==> src/rtl/tetris_2048_input_ctrl.sv <==
// Player input sequencer: synchronise, debounce and latch raw buttons, then
// issue single-cycle move/drop pulses with a settle lockout and gravity drops.
module tetris_2048_input_ctrl #(
  parameter int unsigned DEBOUNCE_CYCLES  = 4,
  parameter int unsigned SETTLE_CYCLES    = 6,
  parameter int unsigned AUTO_DROP_CYCLES = 64,
  parameter int unsigned CNT_W            = 20
) (
  input  logic       clk,
  input  logic       rst,
  input  logic       raw_l,
  input  logic       raw_r,
  input  logic       raw_drop,
  input  logic       game_over,
  output logic       btn_l,
  output logic       btn_r,
  output logic       btn_drop,
  output logic       busy,
  output logic       auto_drop_fired,
  output logic [7:0] cmd_count
);

  // Counters "reach" their terminal value on the edge they would step onto it,
  // so the exit compare is made one count early.
  localparam int unsigned SETTLE_LAST = (SETTLE_CYCLES >= 2) ? SETTLE_CYCLES - 2 : 0;
  localparam int unsigned SW          = (SETTLE_CYCLES > 2) ? $clog2(SETTLE_CYCLES) : 1;
  localparam int unsigned AUTO_LAST   = (AUTO_DROP_CYCLES >= 2) ? AUTO_DROP_CYCLES - 2 : 0;
  localparam bit          AUTO_EN     = (AUTO_DROP_CYCLES != 0);
  localparam int unsigned NB          = 3;  // button index: 0 left, 1 right, 2 drop

  typedef enum logic [1:0] {S_IDLE, S_ISSUE, S_LOCKOUT, S_OVER} state_t;

  state_t            state_q, state_d;
  logic [NB-1:0]     raw_vec, sync1, sync2, deb, deb_q, rise;
  logic [CNT_W-1:0]  db_cnt [NB];
  logic [NB-1:0]     pend_q, pend_d, pend_clr;
  logic              auto_pend_q, auto_pend_d;
  logic [SW-1:0]     settle_q, settle_d;
  logic [CNT_W-1:0]  timer_q, timer_d;
  logic [NB-1:0]     pulse_d;
  logic              af_d, busy_d;
  logic [7:0]        cnt_d;

  assign raw_vec = {raw_drop, raw_r, raw_l};
  assign rise    = deb & ~deb_q;

  // Two-flop synchroniser, debounce counters and rise-detect history
  always_ff @(posedge clk or posedge rst) begin
    if (rst) begin
      sync1 <= '0;
      sync2 <= '0;
      deb   <= '0;
      deb_q <= '0;
      for (int i = 0; i < NB; i++) db_cnt[i] <= '0;
    end else begin
      sync1 <= raw_vec;
      sync2 <= sync1;
      deb_q <= deb;
      for (int i = 0; i < NB; i++) begin
        if (sync2[i] == deb[i]) begin
          db_cnt[i] <= '0;
        end else if (db_cnt[i] == CNT_W'(DEBOUNCE_CYCLES - 1)) begin
          deb[i]    <= ~deb[i];
          db_cnt[i] <= '0;
        end else begin
          db_cnt[i] <= db_cnt[i] + CNT_W'(1);
        end
      end
    end
  end

  // Arbitration, lockout sequencing, gravity timer and output next values
  always_comb begin
    state_d     = state_q;
    pend_clr    = '0;
    auto_pend_d = auto_pend_q;
    settle_d    = settle_q;
    timer_d     = timer_q;
    pulse_d     = '0;
    af_d        = 1'b0;
    unique case (state_q)
      S_IDLE: begin
        if (game_over) begin
          state_d = S_OVER;
        end else if (pend_q[2] || auto_pend_q) begin
          pulse_d[2]  = 1'b1;
          af_d        = auto_pend_q;
          pend_clr[2] = 1'b1;
          auto_pend_d = 1'b0;
          state_d     = S_ISSUE;
        end else if (pend_q[0] && pend_q[1]) begin
          pend_clr[1:0] = 2'b11;  // contradictory move is discarded
        end else if (pend_q[0]) begin
          pulse_d[0]  = 1'b1;
          pend_clr[0] = 1'b1;
          state_d     = S_ISSUE;
        end else if (pend_q[1]) begin
          pulse_d[1]  = 1'b1;
          pend_clr[1] = 1'b1;
          state_d     = S_ISSUE;
        end
      end
      S_ISSUE: begin
        state_d  = S_LOCKOUT;
        settle_d = '0;
      end
      S_LOCKOUT: begin
        if (settle_q == SW'(SETTLE_LAST)) begin
          state_d = game_over ? S_OVER : S_IDLE;
        end else begin
          settle_d = settle_q + SW'(1);
        end
      end
      S_OVER: begin
        state_d = S_OVER;
      end
      default: state_d = S_IDLE;
    endcase

    if (state_q != S_OVER) begin
      if (pulse_d[2]) begin
        timer_d = '0;
      end else if (AUTO_EN && (timer_q == CNT_W'(AUTO_LAST))) begin
        timer_d     = '0;
        auto_pend_d = 1'b1;
      end else begin
        timer_d = timer_q + CNT_W'(1);
      end
    end

    pend_d = (pend_q & ~pend_clr) | rise;
    if (state_d == S_OVER) begin
      pend_d      = '0;
      auto_pend_d = 1'b0;
    end
    busy_d = (state_d == S_LOCKOUT) || (state_d == S_OVER);
    cnt_d  = cmd_count + ((|pulse_d) ? 8'd1 : 8'd0);
  end

  // State, pending requests, counters and registered outputs
  always_ff @(posedge clk or posedge rst) begin
    if (rst) begin
      state_q         <= S_IDLE;
      pend_q          <= '0;
      auto_pend_q     <= 1'b0;
      settle_q        <= '0;
      timer_q         <= '0;
      btn_l           <= 1'b0;
      btn_r           <= 1'b0;
      btn_drop        <= 1'b0;
      auto_drop_fired <= 1'b0;
      busy            <= 1'b0;
      cmd_count       <= '0;
    end else begin
      state_q         <= state_d;
      pend_q          <= pend_d;
      auto_pend_q     <= auto_pend_d;
      settle_q        <= settle_d;
      timer_q         <= timer_d;
      btn_l           <= pulse_d[0];
      btn_r           <= pulse_d[1];
      btn_drop        <= pulse_d[2];
      auto_drop_fired <= af_d;
      busy            <= busy_d;
      cmd_count       <= cnt_d;
    end
  end

endmodule
==> config.mk <==
export PLATFORM = sky130hd
export DESIGN_NAME = tetris_2048_input_ctrl
export DESIGN_NICKNAME = d
export VERILOG_FILES = /design/src/rtl/tetris_2048_input_ctrl.sv
export SDC_FILE = /design/constraint.sdc
export NUM_CORES = 1
export LEC_CHECK = 0
export ABC_AREA = 1
export CAP_MARGIN = 25
export CORE_UTILIZATION = 40
export CTS_CLUSTER_DIAMETER = 200
export DETAILED_ROUTE_END_ITERATION = 8
export GPL_TIMING_DRIVEN = 0
export PLACE_DENSITY = 0.67
export SYNTH_ARGS = -nofsm -noshare
export SYNTH_HDL_FRONTEND = slang
export SYNTH_SLANG_ARGS = --single-unit
==> constraint.sdc <==
create_clock -name clk -period 5.4 [get_ports clk]
set_input_delay 0.54 -clock clk [delete_from_list [all_inputs] [get_ports clk]]
set_output_delay 0.54 -clock clk [all_outputs]
set_load 0.005 [all_outputs]
# After elaboration in Yosys (flattened, before gate mapping)
# Cells that the tools add are included.
[word_totals]
ram_bits = 0
mem_bits_ro = 0
latch_bits = 0
wordCells = 104
mem_count = 0
out_inout_bits = 13
ff_bits = 114
input_bits = 6
[classes]
muxes = 42
eq_ne = 15
mul = 0
n_reduce_logical = 10
div = 0
magnitude_cmp = 0
n_bitwise = 11
n_addsub = 6
n_shift = 0
[ops]
columns = ["op", "count"]
rows = [
  ["two-way mux 20 bit", 8],
  ["adder 20 x 1 -> 20 bit (second input constant)", 4],
  ["equality test 20 x 2 -> 1 bit (second input constant)", 3],
  ["two-way mux 2 bit", 11],
  ["equality test 20 x 6 -> 1 bit (second input constant)", 1],
  ["two-way mux 3 bit", 6],
  ["two-way mux 1 bit", 15],
  ["adder 8 x 1 -> 8 bit", 1],
  ["equality test 2 bit (second input constant)", 4],
  ["case mux 2 bit (4 select lines)", 1],
  ["AND reduction 2 bit", 4],
  ["AND 3 bit", 2],
  ["NOT 1 bit", 6],
  ["NOT 3 bit", 2],
  ["case mux 3 bit (2 select lines)", 1],
  ["inequality test 2 bit (second input constant)", 2],
  ["adder 3 x 1 -> 3 bit (second input constant)", 1],
  ["equality test 1 bit", 3],
  ["equality test 3 bit (second input constant)", 1],
  ["bitwise OR 3 bit", 1],
  ["OR reduction 3 bit", 1],
  ["equality test 2 x 1 -> 1 bit (second input constant)", 1],
  ["logical NOT 2 bit", 1],
  ["logical OR 1 bit", 2],
  ["other kinds (2)", 2],
]

# Logic depth before layout (Yosys ltp)
# Gate-level depths: netlist of run 1.
[logic_depth]
depth_word = 10
depth_mapped = 13
mapped_depth_nobuf = 13

# Least setup slack after synthesis of run 1
# OpenSTA, ideal clock, no wires.
[synth_path]
kind = "in2reg"
start = "input port game_over"
end = "register cmd_count[7]"
n_path_buf = 0
path_slack_ns = 3.314
stages = 12
arrival_time_ns = 1.963
required_ns = 5.277
setup_time_ns = 0.123
cell_sequence = "inv_1 -> nand3_1 -> nor2_1 -> inv_1 -> nor3_1 -> nor3_1 -> inv_1 -> ha_1 -> nand3_1 -> nor3_1 -> nand3_1 -> xnor2_1"
[synth_via]
elab_chain_cells = 5
[synth_lines]
columns = ["item", "line", "source"]
rows = [
  ["from (decl)", "14", "input logic game_over,"],
  ["two-way mux 3 bit", "83", "if (game_over) begin"],
  ["two-way mux 3 bit", "81", "unique case (state_q)"],
  ["net pulse_d[1]", "40", "logic [NB-1:0] pulse_d;"],
  ["OR reduction 3 bit", "137", "cnt_d = cmd_count + ((|pulse_d) ? 8'd1 : 8'd0);"],
  ["two-way mux 1 bit", "137", ""],
  ["adder 8 x 1 -> 8 bit", "137", ""],
  ["net cnt_d[7]", "42", "logic [7:0] cnt_d;"],
  ["to (signal assigned)", "165", "cmd_count <= cnt_d;"],
  ["to (decl)", "20", "output logic [7:0] cmd_count"],
]
# The timed path passes the listed nets, and every way through them passes these cells.
# A chain may end at the register's enable or synchronous reset.

# Worst setup path after layout of run 1
# Same ends and word-level chain as after synthesis.

==> qor.csv, run 1 <==
metric,value,unit
run status,completed,
setup slack at placement,2400,ps
clock latency on the worst-skew pair,420,ps
WHS,349,ps
DR vias/cell,4.75,
H-Tree Depth,4,
Post-synth top flop,sky130_fd_sc_hd__dfrtp_1,
source of the critical timing path,game_over,
share of the clock period used by the worst path,46.8,%
"number of placed instances, taps included",964,
sequential element share of the synthesized area,46.5,%
total length of routed wires,12.0,mm
overall die area,0.0157,mm2
area taken by multi-input logic gates,0.00282,mm2
RSZ-0062 raised after global routing,no,
maximum clock frequency,395,MHz
critical setup path kind,in2reg,
number of cells in the finished layout apart from fillers,996,
floorplan row count,44,
data arrival time of the worst path,2840,ps
Synth Instances,760,
reported leakage power,3.30,nW
Ant. Diodes,0,
final global-route overflow total,0,
post-synthesis cell area,0.00608,mm2
synthesized-area fraction occupied by adder cells,1.85,%
FILL cells,1360,
class of the tightest hold or removal check,reg2reg,
post-synthesis area per instance,8.00,um2
"Hold-fix buffers, CTS",0,
height of the chip,125,um
Least-Margin Pin Slew,441,ps
net count of the mapped netlist,775,
share of async-settable or async-resettable flops after synthesis,100,%
worst vdd rail ir drop,0.385,mV
Boundary Pins,19,
worst-case clock buffer depth,2,
Post-Route Skew,12.3,ps
total power per unit cell area,405,mW/mm2
TritonCTS clock tree,yes,
Tot GR Track Use,17.4,%
Worst Setup EP,cmd_count[7]$_DFF_PP0_,
share of the synthesized area in compound gates (AO/OA/AOI/OAI),1.81,%
worst slew margin relative to its limit,70.6,%
XOR/XNOR share of the synthesized area,7.64,%
warnings from Yosys,0,
number of design rule violations left after detail routing,0,
# resized after CTS,0,
main combinational cell family by area after synthesis,simple AND/OR/NAND/NOR gates,
area grow syn2layout,18.6,%
number of setup violations in the final report,0,
Clock Sinks,113,
worst r2r src,busy$_DFF_PP0_,
DRC violation total after the first TritonRoute iteration,261,
synthesized-area fraction occupied by and/or/nand/nor cells,35.0,%
nature of the critical path endpoint,register,
Final GP Congestion,0.884,
min Tclk post-route,2530,ps
post-route ant nets,0,
count of flip-flops with a built-in enable after synthesis,0,
wire length of the first global-routing pass,21.7,mm
CP Max Fanout,4,
FF-to-FF path depth,12,
TritonCTS buffer count,17,
port bufs,18,
Max-Cap Viols,0,
antenna violations before repair,0,
effective utilization at floorplan,41.4,%
drt wl/cell,12.1,um
maximum number of pins on one net before global-route repair,57,
area taken by flip-flops and latches,0.00283,mm2
detailed-route via count,4731,
post-CTS setup buffer count,0,
number of global-route vias before repair,4751,
final hold violation count,0,
floorplan die width,125,um
net count reported at finish,814,
clk root buf,sky130_fd_sc_hd__clkbuf_16,
share of layout cells above drive strength 1,10.7,%
clock input transition at the sequential cells of the worst setup and hold paths,50,ps
kind of launch point of the worst setup path,primary input,
slack of the worst reg-to-reg path,3050,ps
register bit total from synthesis,113,
reg2reg end,cmd_count[7]$_DFF_PP0_,
detailed-router iteration count before antenna repair,4,
post-synthesis mux area share,0,%
final max-slew violation count,0,
required time worst endpoint,5710,ps
"crit path setup slack, layout",2870,ps
HPWL Detailed,8.82,mm
Setup Total Neg Slack,0,ps
count of distinct cell types in the synthesized netlist,35,
placeable core region,0.0147,mm2
[layer usage]
metal / up-vias / GRT usage [%] / routed length [um]
li1: 2479 / - / -
met1: 2181 / 21.8 / 5840
met2: 58 / 28.8 / 5680
met3: 13 / 5.01 / 340
met4: 0 / 6.10 / 150
met5: - / 0 / 0
[cell usage in the layout (no fill, tap or decap), drive strengths merged, types with 8 or more instances in the layout]
cell / netlist / final
nand2: 162 / 162
nor2: 150 / 150
dfrtp: 113 / 113
inv: 105 / 107
nand3: 65 / 65
nor3: 39 / 39
xor2: 37 / 37
nand4: 28 / 28
clkbuf: 3 / 24
clkdlybuf4s50: 0 / 18
xnor2: 16 / 16
ha: 9 / 9
o21ai: 8 / 8
[metrics by stage]
step	utilization [%]	total power [W]	cell area, um2
global route	49.1	0.00309	7210
detailed placement	44.5	0.00168	6540
finish	49.1	0.00292	7210
CTS	49.1	0.00296	7210
global placement	44.2	0.00166	6490
floorplan	-	0.00151	6080
[power breakdown]
part	switching (W)	total, W	internal, W	leakage, nW
registers	0.000112	0.00108	0.000970	1.51
logic	0.000360	0.000575	0.000215	1.48
clock network	0.000401	0.00126	0.000859	0.321
[state kept, by name, indices dropped and copies added (netlist names)]
signal and flops:
sync2 3, timer_q 20, busy 1, settle_q 3
deb_q 3, db_cnt 60, auto_drop_fired 1, state_q 1
sync1 3, deb 3, btn_l 1, btn_drop 1
cmd_count 8, auto_pend_q 1, pend_q 3, btn_r 1
[critical path: stages]
cell	delay (ps)
sky130_fd_sc_hd__clkdlybuf4s50_1	430
sky130_fd_sc_hd__inv_1	120
sky130_fd_sc_hd__nand3_1	120
sky130_fd_sc_hd__nor2_1	260
sky130_fd_sc_hd__inv_1	90
sky130_fd_sc_hd__nor3_1	300
sky130_fd_sc_hd__nor3_1	90
sky130_fd_sc_hd__inv_1	70
sky130_fd_sc_hd__ha_1	160
sky130_fd_sc_hd__nand3_1	110
sky130_fd_sc_hd__nor3_1	280
sky130_fd_sc_hd__nand3_1	140
sky130_fd_sc_hd__xnor2_1	140
[kinds of logic after synthesis]
kind of cell | after synthesis
AND/OR/NAND/NOR | 456
flip-flops | 113
buffers and inverters | 112
XOR/XNOR | 53
AO/OA/AOI/OAI | 17
adder cells (fa/ha/maj) | 9
[area by class of cell]
type | instances | share of cell area, %
Timing Repair Buffer | 20 | 3.16
Sequential cell | 113 | 39.2
Tap cell | 184 | 3.19
Multi-Input combinational cell | 535 | 39.0
Clock inverter | 11 | 2.78
Inverter | 106 | 5.55
Buffer | 6 | 0.538
Clock buffer | 21 | 6.52
[worst min path at each step]
stage | to | depth (start not counted) | slack [ps] | startpoint
floorplan | sync2[0]$_DFF_PP0_ | 0 | 330 | sync1[0]$_DFF_PP0_
global placement | sync2[2]$_DFF_PP0_ | 0 | 340 | sync1[2]$_DFF_PP0_
detailed placement | sync2[2]$_DFF_PP0_ | 0 | 340 | sync1[2]$_DFF_PP0_
CTS | sync2[1]$_DFF_PP0_ | 0 | 350 | sync1[1]$_DFF_PP0_
global route | sync2[0]$_DFF_PP0_ | 0 | 360 | sync1[0]$_DFF_PP0_
finish | sync2[0]$_DFF_PP0_ | 0 | 350 | sync1[0]$_DFF_PP0_
[cell usage after synthesis (3+ instances only)]
cell type,count,area (um2)
sky130_fd_sc_hd__nand2_1,152,571
sky130_fd_sc_hd__nor2_1,132,495
sky130_fd_sc_hd__dfrtp_1,113,2830
sky130_fd_sc_hd__inv_1,101,379
sky130_fd_sc_hd__nand3_1,64,320
sky130_fd_sc_hd__xor2_1,37,324
sky130_fd_sc_hd__nor3_1,32,160
sky130_fd_sc_hd__nand4_1,28,175
sky130_fd_sc_hd__xnor2_1,16,140
sky130_fd_sc_hd__nor2_2,12,75.1
sky130_fd_sc_hd__ha_1,9,113
sky130_fd_sc_hd__nand2_2,8,50.1
sky130_fd_sc_hd__o21ai_0,7,35.0
sky130_fd_sc_hd__nor2_4,6,67.6
sky130_fd_sc_hd__nor3_2,6,60.1
sky130_fd_sc_hd__a21oi_1,4,20.0
sky130_fd_sc_hd__inv_2,4,15.0
sky130_fd_sc_hd__or2_2,4,25.0
sky130_fd_sc_hd__clkbuf_1,3,11.3
sky130_fd_sc_hd__o22ai_1,3,18.8
No activity file was read; power rests on OpenSTA's default activity.
==> run 2: changes to the inputs <==
--- a/config.mk
+++ b/config.mk
@@ -11,7 +11,7 @@
 export CTS_CLUSTER_DIAMETER = 200
 export DETAILED_ROUTE_END_ITERATION = 8
 export GPL_TIMING_DRIVEN = 0
-export PLACE_DENSITY = 0.67
+export PLACE_DENSITY = 0.69
 export SYNTH_ARGS = -nofsm -noshare
 export SYNTH_HDL_FRONTEND = slang
 export SYNTH_SLANG_ARGS = --single-unit
==> constraint.sdc (replaced) <==
create_clock -name clk -period 2.2 [get_ports clk]
set_input_delay 0.22 -clock clk [delete_from_list [all_inputs] [get_ports clk]]
set_output_delay 0.22 -clock clk [all_outputs]
set_load 0.005 [all_outputs]
==> run 2 against run 1 <==
- register-to-register slack got worse by 2900 ps
- non-clock buffer count up 4
- via count rose by 1.4%
- first-iteration DRC count rose by 12%
- clock power rose by 110%
- highest routed layer unchanged
- sequential share of layout area rose by 0.17 points
- largest power group is now registers
- clock skew decreased by 6.6 ps
- critical path depth down 1
- final cell count is 0.40% higher
==> qor.csv, run 2 (synthesized netlist as in run 1, its figures left out) <==
metric,value,unit
Top Registers,"db_cnt: 60 flops, timer_q: 20 flops, cmd_count: 8 flops",
CP Max Fanout,4,
data arrival time of the worst path,2390,ps
delay contributed by the slowest stage of the critical path,430,ps
final hold violation count,0,
worst slew margin relative to its limit,39.6,%
overall die area,0.0157,mm2
required time worst endpoint,2500,ps
instance count along the most critical hold path,1,
total power per unit cell area,946,mW/mm2
number of design rule violations left after detail routing,0,
post-route ant nets,0,
share of layout cells above drive strength 1,12.0,%
FILL cells,1346,
antenna violations before repair,0,
area grow syn2layout,18.1,%
"leading cell types in the layout, fill and taps excluded","sky130_fd_sc_hd__nand2_1 (151), sky130_fd_sc_hd__nor2_1 (131), sky130_fd_sc_hd__dfrtp_1 (113)",
Largest register FFs,60,
TritonCTS buffer count,17,
effective utilization at floorplan,41.4,%
clock latency on the worst-skew pair,410,ps
worst r2r src,state_q[0]$_DFF_PP0_,
setup slack at placement,-440,ps
drt wl/cell,12.2,um
WHS,240,ps
run status,completed,
H-Tree Depth,4,
"number of placed instances, taps included",964,
total length of routed wires,12.2,mm
reported leakage power,3.27,nW
HPWL Detailed,8.67,mm
FF-to-FF path depth,12,
detailed-route via count,4798,
"Max stage delay cell, worst path",sky130_fd_sc_hd__dfrtp_1,
worst vdd rail ir drop,0.615,mV
DRC violation total after the first TritonRoute iteration,292,
kind of launch point of the worst setup path,register,
"most common cell after layout, fill and taps aside",sky130_fd_sc_hd__nand2_1,
DR vias/cell,4.80,
Top reg by flops,db_cnt,
wire length of the first global-routing pass,21.5,mm
Setup Total Neg Slack,0,ps
nature of the critical path endpoint,register,
Clock Sinks,113,
placeable core region,0.0147,mm2
final max-slew violation count,0,
class of the tightest hold or removal check,in2reg,
Max-Cap Viols,0,
Post-Route Skew,5.70,ps
maximum number of pins on one net before global-route repair,42,
critical setup path kind,reg2reg,
number of setup violations in the final report,0,
worst-case clock buffer depth,2,
height of the chip,125,um
ordered cell list for the critical path,"inv_2, nand3_4, nor2_4, inv_1, nor3_2, nor3_1, inv_1, ha_1, nand3_1, nor3_2, nand3_1, xnor2_1",
detailed-router iteration count before antenna repair,4,
Least-Margin Pin Slew,904,ps
net count reported at finish,818,
share of the clock period used by the worst path,94.7,%
RSZ-0062 raised after global routing,yes,
floorplan row count,44,
reg2reg end,cmd_count[7]$_DFF_PP0_,
floorplan die width,125,um
"crit path setup slack, layout",116,ps
clock input transition at the sequential cells of the worst setup and hold paths,60,ps
port bufs,18,
Worst Setup EP,cmd_count[7]$_DFF_PP0_,
number of global-route vias before repair,4743,
final global-route overflow total,0,
TritonCTS clock tree,yes,
slack of the worst reg-to-reg path,120,ps
min Tclk post-route,2080,ps
source of the critical timing path,state_q[0]$_DFF_PP0_,
Boundary Pins,19,
number of cells in the finished layout apart from fillers,1000,
Final GP Congestion,0.865,
clk root buf,sky130_fd_sc_hd__clkbuf_16,
maximum clock frequency,480,MHz
Ant. Diodes,0,
Tot GR Track Use,17.1,%
[run 2: repair_timing]
item / 4_1_cts / 5_1_grt
gates resized for setup: 2 / 8
endpoints found under the hold margin: 0 / 0
buffers inserted: 0 / 4
hold buffers: 0 / 0
setup endpoints to repair: 2 / 4
pin swaps: 0 / 3
[run 2: stage by stage]
stage	instance area, um2	util (%)	power, W
global placement	6490	44.2	0.00406
finish	7180	48.8	0.00679
floorplan	6080	-	0.00371
CTS	7110	48.4	0.00680
global route	7180	48.8	0.00721
detailed placement	6530	44.5	0.00411
[run 2: layout make-up]
type	instances	area [um2]	area share, %
Tap cell	184	230	3.21
Inverter	106	402	5.59
Multi-Input combinational cell	535	2860	39.8
Clock inverter	13	129	1.80
Timing Repair Buffer	24	250	3.49
Sequential cell	113	2830	39.4
Buffer	6	38.8	0.540
Clock buffer	19	443	6.17
[run 2: worst min-delay path by stage]
stage          slack (ps)                  to          startpoint
5_1_grt               240  sync1[1]$_DFF_PP0_               raw_r
4_1_cts               220  sync1[0]$_DFF_PP0_               raw_l
6_report              240  sync1[0]$_DFF_PP0_               raw_l
2_1_floorplan         250  sync1[0]$_DFF_PP0_               raw_l
3_3_place_gp          340  sync2[0]$_DFF_PP0_  sync1[0]$_DFF_PP0_
3_5_place_dp          340  sync2[1]$_DFF_PP0_  sync1[1]$_DFF_PP0_
[run 2: power by group]
| part | leakage (nW) | internal (W) | switching [W] |
|---|---|---|---|
| Clock | 0.268 | 0.00160 | 0.00104 |
| Combinational | 1.49 | 0.000544 | 0.000935 |
| Sequential | 1.51 | 0.00238 | 0.000293 |
| Total | 3.27 | 0.00452 | 0.00226 |
[run 2: per-layer routing]
| layer | GRT usage [%] | wire, um | vias to the layer above | part of all wire, % |
|---|---|---|---|---|
| met5 | 0 | 0 | - | 0 |
| met3 | 3.98 | 407 | 24 | 3.3 |
| met2 | 27.7 | 5830 | 77 | 48 |
| met4 | 6.60 | 202 | 0 | 1.7 |
| li1 | - | - | 2490 | - |
| met1 | 22.1 | 5760 | 2207 | 47 |
[run 2: worst max-delay path, delay by kind of cell, from the launching register on]
| family | cells | cell delay (ps) |
|---|---|---|
| AND/OR/NAND/NOR | 7 | 970 |
| XOR/XNOR | 1 | 130 |
| buffers and inverters | 3 | 280 |
| flip-flops | 1 | 430 |
| adder cells (fa/ha/maj) | 1 | 150 |
==> run 3: changes to the inputs <==
--- a/config.mk
+++ b/config.mk
@@ -6,7 +6,7 @@
 export NUM_CORES = 1
 export LEC_CHECK = 0
 export ABC_AREA = 1
-export CAP_MARGIN = 25
+export CAP_MARGIN = 40
 export CORE_UTILIZATION = 40
 export CTS_CLUSTER_DIAMETER = 200
 export DETAILED_ROUTE_END_ITERATION = 8
==> run 3 against run 2 <==
- routed wire length rose by 2.0%
- critical path depth increased by 1
- clock skew is essentially flat
- global-route usage up 0.28 points
- sequential power is essentially flat
- sequential share of layout area fell by 0.32 points
- total power increased by 0.69%
- count of clock-buffer cells in the layout rose by 1
- via count is 1.6% higher
- final cell count grew 0.40%
- clock power hardly changed
- combinational power hardly changed
- largest cell class unchanged
- highest routed layer unchanged
==> qor.csv, run 3 (synthesized netlist as in run 1, its figures left out) <==
metric,value,unit
Final GP Congestion,0.865,
"Power, Total",0.00684,W
overall die area,0.0157,mm2
worst r2r src,state_q[0]$_DFF_PP0_,
switching pwr,0.00223,W
end-of-flow core utilization,49.2,%
FF-to-FF path depth,13,
Clock Sinks,113,
run status,completed,
Ant. Diodes,0,
effective utilization at floorplan,41.4,%
HPWL Detailed,8.76,mm
delay contributed by the slowest stage of the critical path,410,ps
part of the power in combinational logic,22.0,%
TritonCTS buffer count,17,
wire length of the first global-routing pass,21.7,mm
required time worst endpoint,2490,ps
"leading cell types in the layout, fill and taps excluded","sky130_fd_sc_hd__nand2_1 (151), sky130_fd_sc_hd__nor2_1 (131), sky130_fd_sc_hd__dfrtp_1 (113)",
share of the clock period used by the worst path,94.5,%
number of design rule violations left after detail routing,0,
"Max stage delay cell, worst path",sky130_fd_sc_hd__dfrtp_1,
DRC violation total after the first TritonRoute iteration,312,
clock latency on the worst-skew pair,410,ps
detailed-route via count,4877,
share of total power in the clock network,38.8,%
final global-route overflow total,0,
class of the tightest hold or removal check,in2async,
Top Registers,"db_cnt: 60 flops, timer_q: 20 flops, cmd_count: 8 flops",
clk root buf,sky130_fd_sc_hd__clkbuf_16,
data arrival time of the worst path,2370,ps
floorplan row count,44,
Least-Margin Pin Slew,482,ps
worst-case clock buffer depth,2,
min Tclk post-route,2080,ps
Switching Share,32.6,%
total length of routed wires,12.4,mm
Boundary Pins,19,
reg2reg end,cmd_count[6]$_DFF_PP0_,
port bufs,18,
ordered cell list for the critical path,"inv_2, nand3_4, nor2_4, inv_2, nor3_4, nor3_1, inv_1, ha_2, ha_2, nand3_1, nor2_1, nand2_1, xnor2_1",
Worst Setup EP,cmd_count[6]$_DFF_PP0_,
source of the critical timing path,state_q[0]$_DFF_PP0_,
maximum number of pins on one net before global-route repair,36,
Power Internal,0.00461,W
placeable core region,0.0147,mm2
WHS,168,ps
kind of launch point of the worst setup path,register,
final hold violation count,0,
height of the chip,125,um
clock input transition at the sequential cells of the worst setup and hold paths,50,ps
nature of the critical path endpoint,register,
number of setup violations in the final report,0,
share of layout cells above drive strength 1,12.7,%
total power per unit cell area,944,mW/mm2
TritonCTS clock tree,yes,
post-route ant nets,0,
floorplan die width,125,um
worst slew margin relative to its limit,67.8,%
drt wl/cell,12.4,um
Buf/Inv on CP,3,
slack of the worst reg-to-reg path,120,ps
net count reported at finish,822,
area grow syn2layout,19.1,%
final max-slew violation count,0,
Max-Cap Viols,0,
Tot GR Track Use,17.3,%
cell class contributing the biggest share of worst-path delay,simple AND/OR/NAND/NOR gates,
maximum clock frequency,481,MHz
reported leakage power,3.29,nW
Largest register FFs,60,
Top reg by flops,db_cnt,
detailed-router iteration count before antenna repair,5,
register share of total power,39.2,%
antenna violations before repair,0,
H-Tree Depth,4,
number of global-route vias before repair,4726,
"Hold-fix buffers, CTS",0,
Post-Route Skew,5.95,ps
CP Max Fanout,4,
critical setup path kind,reg2reg,
DR vias/cell,4.86,
"most common cell after layout, fill and taps aside",sky130_fd_sc_hd__nand2_1,
worst vdd rail ir drop,0.654,mV
number of stages on the worst setup path,13,
-- run 3: power groups by stage --
stage / Combinational [W] / Sequential, W / Clock, W
6_report: 0.00150 / 0.00268 / 0.00265
2_1_floorplan: 0.00108 / 0.00263 / 0
4_1_cts: 0.00146 / 0.00267 / 0.00270
5_1_grt: 0.00173 / 0.00273 / 0.00279
3_5_place_dp: 0.00142 / 0.00270 / 0
3_3_place_gp: 0.00138 / 0.00268 / 0
-- run 3: through the flow --
step / cell area (um2) / setup TNS [ps] / std cells / setup slack (ps)
6_report: 7240 / 0 / 1004 / 121
5_1_grt: 7240 / -61.1 / 1004 / -41.5
3_5_place_dp: 6550 / -1410 / 965 / -448
2_1_floorplan: 6080 / 0 / 760 / 235
3_3_place_gp: 6490 / -56120 / 962 / -494
4_1_cts: 7140 / 0 / 997 / 75.0
-- run 3: worst min-delay path by stage --
stage,slack (ps),from,endpoint,cells past startpoint
detailed placement,340,sync1[0]$_DFF_PP0_,sync2[0]$_DFF_PP0_,0
global route,210,rst,db_cnt[42]$_DFF_PP0_,2
global placement,340,sync1[0]$_DFF_PP0_,sync2[0]$_DFF_PP0_,0
finish,170,rst,db_cnt[42]$_DFF_PP0_,2
floorplan,250,raw_l,sync1[0]$_DFF_PP0_,0
CTS,170,rst,db_cnt[42]$_DFF_PP0_,2
-- run 3: repair_timing --
item                                    CTS  global route
pin swaps                                 0             3
endpoints found under the setup margin    3             3
gates resized for setup                   4            11
setup buffers                             0             7
-- run 3: worst register-to-register path, cell delays in order (launching register included) --
cell	delay [ps]
sky130_fd_sc_hd__dfrtp_1	410
sky130_fd_sc_hd__inv_2	110
sky130_fd_sc_hd__nand3_4	100
sky130_fd_sc_hd__nor2_4	170
sky130_fd_sc_hd__inv_2	80
sky130_fd_sc_hd__nor3_4	210
sky130_fd_sc_hd__nor3_1	70
sky130_fd_sc_hd__inv_1	60
sky130_fd_sc_hd__ha_2	190
sky130_fd_sc_hd__ha_2	180
sky130_fd_sc_hd__nand3_1	100
sky130_fd_sc_hd__nor2_1	100
sky130_fd_sc_hd__nand2_1	70
sky130_fd_sc_hd__xnor2_1	120
-- run 3: metal layers --
| metal | GRT usage [%] | routed length [um] | up-vias |
|---|---|---|---|
| li1 | - | - | 2500 |
| met1 | 22.4 | 5960 | 2290 |
| met2 | 27.7 | 6000 | 74 |
| met3 | 4.75 | 328 | 13 |
| met4 | 6.89 | 155 | 0 |
| met5 | 0 | 0 | - |
-- run 3: layout make-up --
| cell class | instances | area, um2 |
|---|---|---|
| Fill cell | 1358 | 7460 |
| Multi-Input combinational cell | 535 | 2880 |
| Sequential cell | 113 | 2830 |
| Clock buffer | 20 | 437 |
| Inverter | 106 | 402 |
| Timing Repair Buffer | 28 | 293 |
| Tap cell | 184 | 230 |
| Clock inverter | 12 | 135 |
| Buffer | 6 | 38.8 |
